$ cat src/rtl/control_sequencer.sv
// control_sequencer: 4-cycle fetch/decode/execute/writeback sequencer driving ALU_J.
// Optional single-step gating is enabled by defining SEQ_STEP_EN.
module control_sequencer #(
    parameter int DataWidth     = 8,
    parameter int NumRegs       = 8,
    parameter int PcBits        = 8,
    parameter int InstrBits     = 16,
    parameter int NumStatusBits = 6
) (
    input  logic                     clock,
    input  logic                     reset,
    input  logic                     run,
`ifdef SEQ_STEP_EN
    input  logic                     step,
`endif
    output logic [PcBits-1:0]        imem_addr,
    input  logic [InstrBits-1:0]     imem_data,
    output logic [4:0]               alu_opcode,
    output logic [DataWidth-1:0]     alu_operand1,
    output logic [DataWidth-1:0]     alu_operand2,
    output logic [DataWidth-1:0]     alu_param,
    input  logic [DataWidth-1:0]     alu_result,
    input  logic [NumStatusBits-1:0] alu_status,
    output logic [PcBits-1:0]        pc,
    output logic [NumStatusBits-1:0] status_reg,
    output logic [1:0]               state
);

    typedef enum logic [1:0] {
        S_FETCH     = 2'd0,
        S_DECODE    = 2'd1,
        S_EXECUTE   = 2'd2,
        S_WRITEBACK = 2'd3
    } state_t;

    localparam logic [PcBits-1:0] PcOne = PcBits'(1);

    state_t                     r_state;
    state_t                     w_state_nxt;
    logic [DataWidth-1:0]       r_regs [NumRegs];
    logic [InstrBits-1:0]       r_instr;
    logic [PcBits-1:0]          r_pc;
    logic [NumStatusBits-1:0]   r_status;
    logic [NumStatusBits-1:0]   r_alu_stat;
    logic [DataWidth-1:0]       r_result;
    logic [4:0]                 r_alu_opcode;
    logic [DataWidth-1:0]       r_alu_op1;
    logic [DataWidth-1:0]       r_alu_op2;
    logic [DataWidth-1:0]       r_alu_param;
    logic                       w_leave_fetch;
    logic                       w_taken;
    logic [PcBits-1:0]          w_pc_nxt;

    wire logic [4:0]           w_dec_op  = imem_data[15:11];
    wire logic [2:0]           w_dec_ra  = imem_data[10:8];
    wire logic [2:0]           w_dec_rb  = imem_data[7:5];
    wire logic [DataWidth-1:0] w_dec_imm = imem_data[7:0];
    wire logic [4:0]           w_op      = r_instr[15:11];
    wire logic [2:0]           w_ra      = r_instr[10:8];
    wire logic [DataWidth-1:0] w_imm     = r_instr[7:0];

    // CMP is issued to the ALU as SUB; anything outside the ALU range becomes a NOP.
    function automatic logic [4:0] issue_op(input logic [4:0] op);
        logic [4:0] v;
        if ((op >= 5'h01) && (op <= 5'h08)) begin
            v = op;
        end else if (op == 5'h0A) begin
            v = 5'h02;
        end else begin
            v = 5'h00;
        end
        return v;
    endfunction

`ifdef SEQ_STEP_EN
    logic r_step_d;
    logic r_step_pend;
    wire logic w_step_go = (step & ~r_step_d) | r_step_pend;

    assign w_leave_fetch = run & w_step_go;

    // Step edge detector; a pulse seen mid-instruction stays pending for the next FETCH.
    always_ff @(posedge clock or posedge reset) begin
        if (reset) begin
            r_step_d    <= 1'b0;
            r_step_pend <= 1'b0;
        end else begin
            r_step_d    <= step;
            r_step_pend <= w_step_go & ~((r_state == S_FETCH) & run);
        end
    end
`else
    assign w_leave_fetch = run;
`endif

    // FSM state register.
    always_ff @(posedge clock or posedge reset) begin
        if (reset) begin
            r_state <= S_FETCH;
        end else begin
            r_state <= w_state_nxt;
        end
    end

    // FSM next-state logic.
    always_comb begin
        w_state_nxt = r_state;
        case (r_state)
            S_FETCH: begin
                if (w_leave_fetch) begin
                    w_state_nxt = S_DECODE;
                end else begin
                    w_state_nxt = S_FETCH;
                end
            end
            S_DECODE:    w_state_nxt = S_EXECUTE;
            S_EXECUTE:   w_state_nxt = S_WRITEBACK;
            S_WRITEBACK: w_state_nxt = S_FETCH;
            default:     w_state_nxt = S_FETCH;
        endcase
    end

    // Branch resolution against the status held before this instruction.
    always_comb begin
        w_taken = 1'b0;
        case (w_op)
            5'h10:   w_taken = 1'b1;
            5'h11:   w_taken = r_status[2];
            5'h12:   w_taken = ~r_status[2];
            5'h13:   w_taken = r_status[3];
            5'h14:   w_taken = r_status[5];
            5'h15:   w_taken = r_status[4];
            default: w_taken = 1'b0;
        endcase
        if (w_taken) begin
            w_pc_nxt = PcBits'(w_imm);
        end else begin
            w_pc_nxt = r_pc + PcOne;
        end
    end

    // Datapath: ALU drive is registered so it is valid exactly during EXECUTE.
    always_ff @(posedge clock or posedge reset) begin
        if (reset) begin
            for (int i = 0; i < NumRegs; i++) begin
                r_regs[i] <= '0;
            end
            r_instr      <= '0;
            r_pc         <= '0;
            r_status     <= '0;
            r_alu_stat   <= '0;
            r_result     <= '0;
            r_alu_opcode <= 5'h00;
            r_alu_op1    <= '0;
            r_alu_op2    <= '0;
            r_alu_param  <= '0;
        end else begin
            case (r_state)
                S_DECODE: begin
                    r_instr      <= imem_data;
                    r_alu_opcode <= issue_op(w_dec_op);
                    r_alu_op1    <= r_regs[w_dec_ra];
                    r_alu_op2    <= r_regs[w_dec_rb];
                    r_alu_param  <= w_dec_imm;
                end
                S_EXECUTE: begin
                    r_result     <= alu_result;
                    r_alu_stat   <= alu_status;
                    r_alu_opcode <= 5'h00;
                    r_alu_op1    <= '0;
                    r_alu_op2    <= '0;
                    r_alu_param  <= '0;
                end
                S_WRITEBACK: begin
                    r_pc <= w_pc_nxt;
                    if ((w_op >= 5'h01) && (w_op <= 5'h08)) begin
                        r_regs[w_ra] <= r_result;
                        r_status     <= r_alu_stat;
                    end else if (w_op == 5'h09) begin
                        r_regs[w_ra] <= w_imm;
                    end else if (w_op == 5'h0A) begin
                        r_status     <= r_alu_stat;
                    end
                end
                default: begin
                end
            endcase
        end
    end

    assign imem_addr    = r_pc;
    assign pc           = r_pc;
    assign status_reg   = r_status;
    assign state        = r_state;
    assign alu_opcode   = r_alu_opcode;
    assign alu_operand1 = r_alu_op1;
    assign alu_operand2 = r_alu_op2;
    assign alu_param    = r_alu_param;

endmodule

$ cat config.mk
export PLATFORM = sky130hd
export DESIGN_NAME = control_sequencer
export DESIGN_NICKNAME = d
export VERILOG_FILES = /design/src/rtl/control_sequencer.sv
export SDC_FILE = /design/constraint.sdc
export NUM_CORES = 1
export LEC_CHECK = 0
export ABC_AREA = 1
export BUFFER_PORTS_ARGS = -buffer_cell sky130_fd_sc_hd__buf_2
export CORE_ASPECT_RATIO = 1.1
export CORE_MARGIN = 2
export CORE_UTILIZATION = 51
export CTS_CLUSTER_DIAMETER = 50
export CTS_CLUSTER_SIZE = 28
export DETAILED_ROUTE_END_ITERATION = 6
export GPL_ROUTABILITY_DRIVEN = 0
export GPL_TIMING_DRIVEN = 0
export HOLD_SLACK_MARGIN = 0.12
export PLACE_DENSITY = 0.69
export SLEW_MARGIN = 15
export SYNTH_ARGS = -nofsm -noshare
export SYNTH_HDL_FRONTEND = slang
export SYNTH_SLANG_ARGS = --single-unit
$ cat constraint.sdc
create_clock -name clock -period 5.6 [get_ports clock]
set_clock_uncertainty 0.2 [all_clocks]
set_input_delay 0.28 -clock clock [delete_from_list [all_inputs] [get_ports clock]]
set_output_delay 0.28 -clock clock [all_outputs]
set_load 0.03 [all_outputs]
Yosys cells after proc, flatten, opt, wreduce, memory -nomap -nowiden
Index checks and enable logic that the tools add are counted.
W data, S select, Z words.
{ "word_totals": {"ff_bits": 139, "input_bits": 33, "out_inout_bits": 53, "elab_cells": 78} }
{ "classes": {"n_addsub": 1, "n_lt_le_gt_ge": 8, "n_eq_ne": 13, "n_mux": 25, "n_bitwise": 4, "reduce_logical": 9} }
{ "ops": {"columns": ["operator", "n"], "rows": [
  ["$bwmux W64", 2],
  ["$mux W64", 2],
  ["$bmux W8 S3", 2],
  ["$mux W8", 6],
  ["$pmux W8 S2", 3],
  ["$eq A5 B5 Y1 const B", 6],
  ["$demux W8 S3", 1],
  ["$mux W6", 3],
  ["$eq A5 B4 Y1 const B", 3],
  ["$ge A4 B4 Y1 const B", 3],
  ["$not A3 Y4", 3],
  ["$ge A5 B1 Y1 const B", 2],
  ["$le A5 B4 Y1 const B", 2],
  ["$pmux W5 S2", 1],
  ["$add A8 B1 Y8 const B", 1],
  ["$pmux W2 S4", 1],
  ["$pmux W1 S6", 1],
  ["$reduce_bool A2 Y1", 3],
  ["$mux W5", 1],
  ["$eq A2 B2 Y1 const B", 2],
  ["$lt A4 B1 Y1 const B", 1],
  ["$logic_and A1 B1 Y1", 3],
  ["$reduce_and A3 Y1", 1],
  ["$eq A2 B1 Y1 const B", 1],
  ["6 further kinds", 6]
]} }

Logic depth before layout (Yosys ltp)
{ "logic_depth": {"word_depth": 8, "ltp_mapped": 10} }

Worst setup path before layout
OpenSTA, ideal clock, no wires.
{ "synth_timing": {"path_type": "reg-to-reg", "from": "register r_state[0] (netlist: state[0])", "to": "register r_alu_op2[0] (netlist: alu_operand2[0])", "setup_ns": 0.069, "arrival_ns": 1.778, "required_time_ns": 5.331, "slack_ns": 3.553, "path_stages_with_launch": 9, "synth_period_minus_slack_ns": 2.047, "cell_sequence": "dfrtp_1 inv_1 ha_1 inv_1 nor2_2 inv_1 nor2_1 nand2_1 nand3_1"} }
{ "synth_via": {"elab_chain_len": 2, "elab_cells_between_ends": 4} }
{ "synth_lines": {"columns": ["item", "line", "rtl"], "rows": [
  ["start, declared", "38", "state_t r_state;"],
  ["start signal, assigned", "101", "r_state <= w_state_nxt;"],
  ["$eq A2 B2 Y1 or $eq A2 B1 Y1 (tied branches)", "158", "case (r_state)"],
  ["$pmux W8 S2 or $reduce_bool A2 Y1 (tied branches)", null, null],
  ["end signal, assigned", "163", "r_alu_op2 <= r_regs[w_dec_rb];"],
  ["end, declared", "48", "logic [DataWidth-1:0] r_alu_op2;"]
]} }
Several ways; a longest one is shown, not always the timed one.
A chain may end at the register's enable or synchronous reset.

Worst setup path in the final report
{ "layout_timing": {"from": "register r_state[0] (netlist: state[0])", "to": "register r_alu_opcode[1] (netlist: alu_opcode[1])"} }
{ "layout_via": {"elab_chain_len": 2, "elab_cells_between_ends": 4} }
{ "layout_lines": {"columns": ["item", "line", "rtl"], "rows": [
  ["$eq A2 B2 Y1 or $eq A2 B1 Y1 (tied branches)", "158", null],
  ["$pmux W5 S2 or $reduce_bool A2 Y1 (tied branches)", null, null],
  ["end signal, assigned", "161", "r_alu_opcode <= issue_op(w_dec_op);"],
  ["end, declared", "46", "logic [4:0] r_alu_opcode;"]
]} }
Several ways; a longest one is shown, not always the timed one.

==> results.md <==
- The worst path uses 51.2% of the clock period.
- After detailed placement, the design holds a cell count of 1,165.
- The number of synthesized flops with an enable pin is 0.
- Measured on the finished design, the core utilization comes to between 60% and 70%.
- The most frequent cell after synthesis is sky130_fd_sc_hd__nand2_1.
- In the final routed layout, each cell accounts on average for about 16 um.
- The pre-antenna-repair detailed-routing pass consisted of 5 iterations.
- In this run the deepest clock path goes through 2 buffers.
- The via count of the first global-routing pass was 6,184.
- The initial cell density of the core is between 50% and 60%.
- The largest registers in the layout are r_regs: 64 flops, r_instr: 16 flops.
- After detailed placement, the total cell area comes to 0.00774 sq mm.
- The die outline width is 116 um.
- During synthesis, Yosys emitted a total of 0 warnings.
- The worst setup path is captured at a register.
- The register share of total power is 33.0%.
- The analysis attributes to net switching a power of 2.33 mW.
- Sorting the synthesized cells by how often they occur yields sky130_fd_sc_hd__nand2_1 (277), sky130_fd_sc_hd__dfrtp_1 (139), sky130_fd_sc_hd__o21ai_0 (132).
- The area added between synthesis and finish is 22.4%.
- Setup repair after global routing left no endpoint under its margin.
- Sequential cells were found to cover 49.2% of the synthesized design area.
- The post-CTS clock slew at the launch and capture registers of the worst setup and hold paths is 60 ps.
- More flip-flops sit in one register than any other, and that register is r_regs.
- In this run, the combinational gates consume roughly 45% of the power.
- At the pin with the least slew margin, the transition time is 639 ps.
- The share of synthesized area spent on multiplexers is 0%.
- Counting the buffers created by CTS gives 17.
- The number of unique standard cell types used by synthesis is 31.
- The overall via count from detail_route is ~6,600.
- The fraction of layout instances using a drive strength above 1 is 15.3%.
- The worst setup path is of the reg2reg kind.
- After detailed routing, the number of vias per cell comes to 5.36.
- Across all setup checks in the final design, the least slack found is roughly 2700 ps.
- The share of synthesized cell area in full adder, half adder and majority cells is 0.886%.
- The global-route usage over all layers is 28.6%.
- The share of total power in the clock network is between 20% and 30%.
- The die height is 127 um.
- The number of violations of the max-capacitance limit is 0.
- IR analysis of the VDD net gives a maximum drop of around 0.00041 V.
- The setup fix buffers added after clock tree synthesis is 0.
- The total wire length is around 20 mm.
- The level count of the clock H-tree is 4.
- After synthesis the cells add up to a little over 0.007 sq mm.
- After Yosys synthesis, and, or, nand and nor cells account for 23.4% of the synthesized area.
- Pin placement for this block handled 86 I/O pins.
- CTS placed an instance of sky130_fd_sc_hd__clkbuf_16 at the clock tree root.
- The antenna diode instance count is 0.
- The number of remaining DRC errors is 0.
- The maximum fanout encountered on the critical timing path is 10.
- The HPWL after detailed placement is 14.0 mm.
- The flow ran to the end, and the final reports show no timing, DRC or antenna violations.
- The core region is ~0.014 sq mm.
- The largest area contributor in the netlist is sky130_fd_sc_hd__dfrtp_1.
- Headroom to the max-slew limit came out at 57.3%.
- The count of cells resized by post-cts repair is 0.
- The mean cell area of the mapped netlist is between 7 and 8 sq um.
- The synthesized netlist devotes 17.6% of its cell area to compound gates.
- The post-synthesis instance total is 895.
- Total power for the finished layout comes to 5.16 mW.
- The floorplan row count is 45.
- The area of the die is about 0.015 sq mm.
- The global-route wire length before repair is 32.3 mm.
- At the end of the flow, the number of nets in the layout was 1,064.
- In this run the biggest area consumer among cell types represents 49.2% of the synthesized area.
- After global routing the overflow that remains totals 0.
- Data on the critical path is required at its endpoint by 5770 ps.
- Entering global routing, the biggest net connects 88 pins.
- The number of sinks handled by clock tree synthesis is around 140.
- The setup-violating endpoint count in the final report is 0.
- The number of antenna violations at the first check in global routing is 0.
- The worst setup path is launched from a register.
- The net switching fraction of the power is a little under half.
- The path class of the tightest hold or removal check is in2reg.
- The most used flip-flop cell after synthesis is sky130_fd_sc_hd__dfrtp_1.
- When the netlist entered floorplanning its net count stood at 933.
- The leakage dissipation is about 4.4 nW.
- The post-route cell area is between 0.008 and 0.009 sq mm.
- The combinational family with the most area after synthesis is simple AND/OR/NAND/NOR gates.
- The synthesized netlist devotes 0.496% of its cell area to XOR and XNOR gates.
- The synthesis-stage register bit count is 139.
- Data arrives at the worst endpoint at just over 3000 ps.
- The flip-flop count of the largest register, all copies and words added is 64.
- The shortest clock period the worst path allows after layout is 2870 ps.
- The count of final max-slew check failures is 0.
- Timing would allow up to about 0.35 GHz.
- The proportion of synthesized flip-flops having asynchronous set or reset is 100%.
- TritonCTS built the clock tree.
- For this block, the initial DRC count from the detailed router was about 530.
- For the worst-skew pair, the clock arrives at the later sink with an insertion delay of 430 ps.
- The cell area power density is about 600 mW/mm^2.
- The number of endpoints with negative hold slack in the final report is 0.
- Yosys attributes the largest share of cell area to sky130_fd_sc_hd__dfrtp_1 (49%), sky130_fd_sc_hd__nand2_1 (15%), sky130_fd_sc_hd__o21ai_0 (9.4%).
- Port buffering added 81 buffers.
- Internal power comes to 2.83 mW.
- The number of nets with antenna violations after detailed routing is 0.
- The non-filler instance count after layout is between 1,000 and 1,500.
- Before CTS, the worst setup slack after placement is 3260 ps.
## cell type report
| cell class | count | area, sq um |
|---|---|---|
| plain buffers | 49 | 258 |
| repair buffers | 112 | 733 |
| clock inverters | 11 | 144 |
| well taps | 188 | 235 |
| fillers | 1230 | 5040 |
| multi-input cells | 618 | 2990 |
| inverters | 89 | 342 |
| clock buffers | 21 | 460 |
| flip-flops and latches | 139 | 3480 |
## path summary, 6_finish.rpt
path | start | to | slack, ps | depth (start not counted)
max in group asynchronous | reset | status_reg[5] | 4230 | 4
worst min register to register | alu_param[7] | alu_param[7] | 270 | 2
worst min-delay path | imem_data[10] | r_instr[10] | 170 | 3
worst max register to register | state[0] | alu_opcode[1] | 2730 | 8
min in group asynchronous | reset | r_regs[21] | 200 | 3
worst max-delay path | state[0] | alu_opcode[1] | 2730 | 8
## through the flow
step,setup TNS (ps),hold WS [ps]
after floorplan,0,177
after global placement,-34540,258
after detailed placement,0,122
after CTS,0,155
after global routing,0,219
final,0,170
## repair_timing
action	in CTS	in global routing
endpoints found under the setup margin	0	0
endpoints found under the hold margin	102	0
hold buffers	30	0
## logic make-up (layout without fill, tap and decap cells)
| family | Yosys count | in the layout |
|---|---|---|
| fa+ha+maj | 5 | 5 |
| buf+inv | 138 | 282 |
| flops | 139 | 139 |
| xor+xnor | 4 | 4 |
| simple gates | 394 | 394 |
| compound gates | 215 | 215 |
## routing by layer
metal	track usage, %	routed length, um	vias up
li1	-	-	3140
met1	39.3	8460	3091
met2	43.9	9210	301
met3	6.55	1660	45
met4	11.2	588	2
met5	0	17	-
## critical path, stage by stage (launching register included)
cell and delay, ps:
sky130_fd_sc_hd__dfrtp_1 400, sky130_fd_sc_hd__inv_1 80, sky130_fd_sc_hd__ha_1 320, sky130_fd_sc_hd__inv_1 90
sky130_fd_sc_hd__clkbuf_1 420, sky130_fd_sc_hd__clkbuf_1 510, sky130_fd_sc_hd__nand2_1 130, sky130_fd_sc_hd__o41ai_1 90
sky130_fd_sc_hd__dlygate4sd3_1 580
## cells in the final DEF (no fill, tap or decap), drive strengths merged
cell type / n
xnor2: 2
nand2: 283
nand3b: 1
clkinv: 6
xor2: 2
ha: 5
clkinvlp: 4
dfrtp: 139
bufinv: 3
o211ai: 16
nor3: 2
a22o: 5
clkbuf: 45
o21ai: 151
buf: 107
inv: 87
a21oi: 42
nand3: 60
o41ai: 1
dlygate4sd3: 30
nor2: 48
## power by group through the flow
stage                     sequential (mW)  combinational [mW]  clock, mW
after floorplan                      1.89                1.38          0
after global placement               1.69                2.22          0
after detailed placement             1.70                2.26          0
after CTS                            1.69                2.29       1.16
after global routing                 1.75                2.53       1.21
final                                1.70                2.30       1.16
Note: power is estimated with default switching activity, not from simulation.
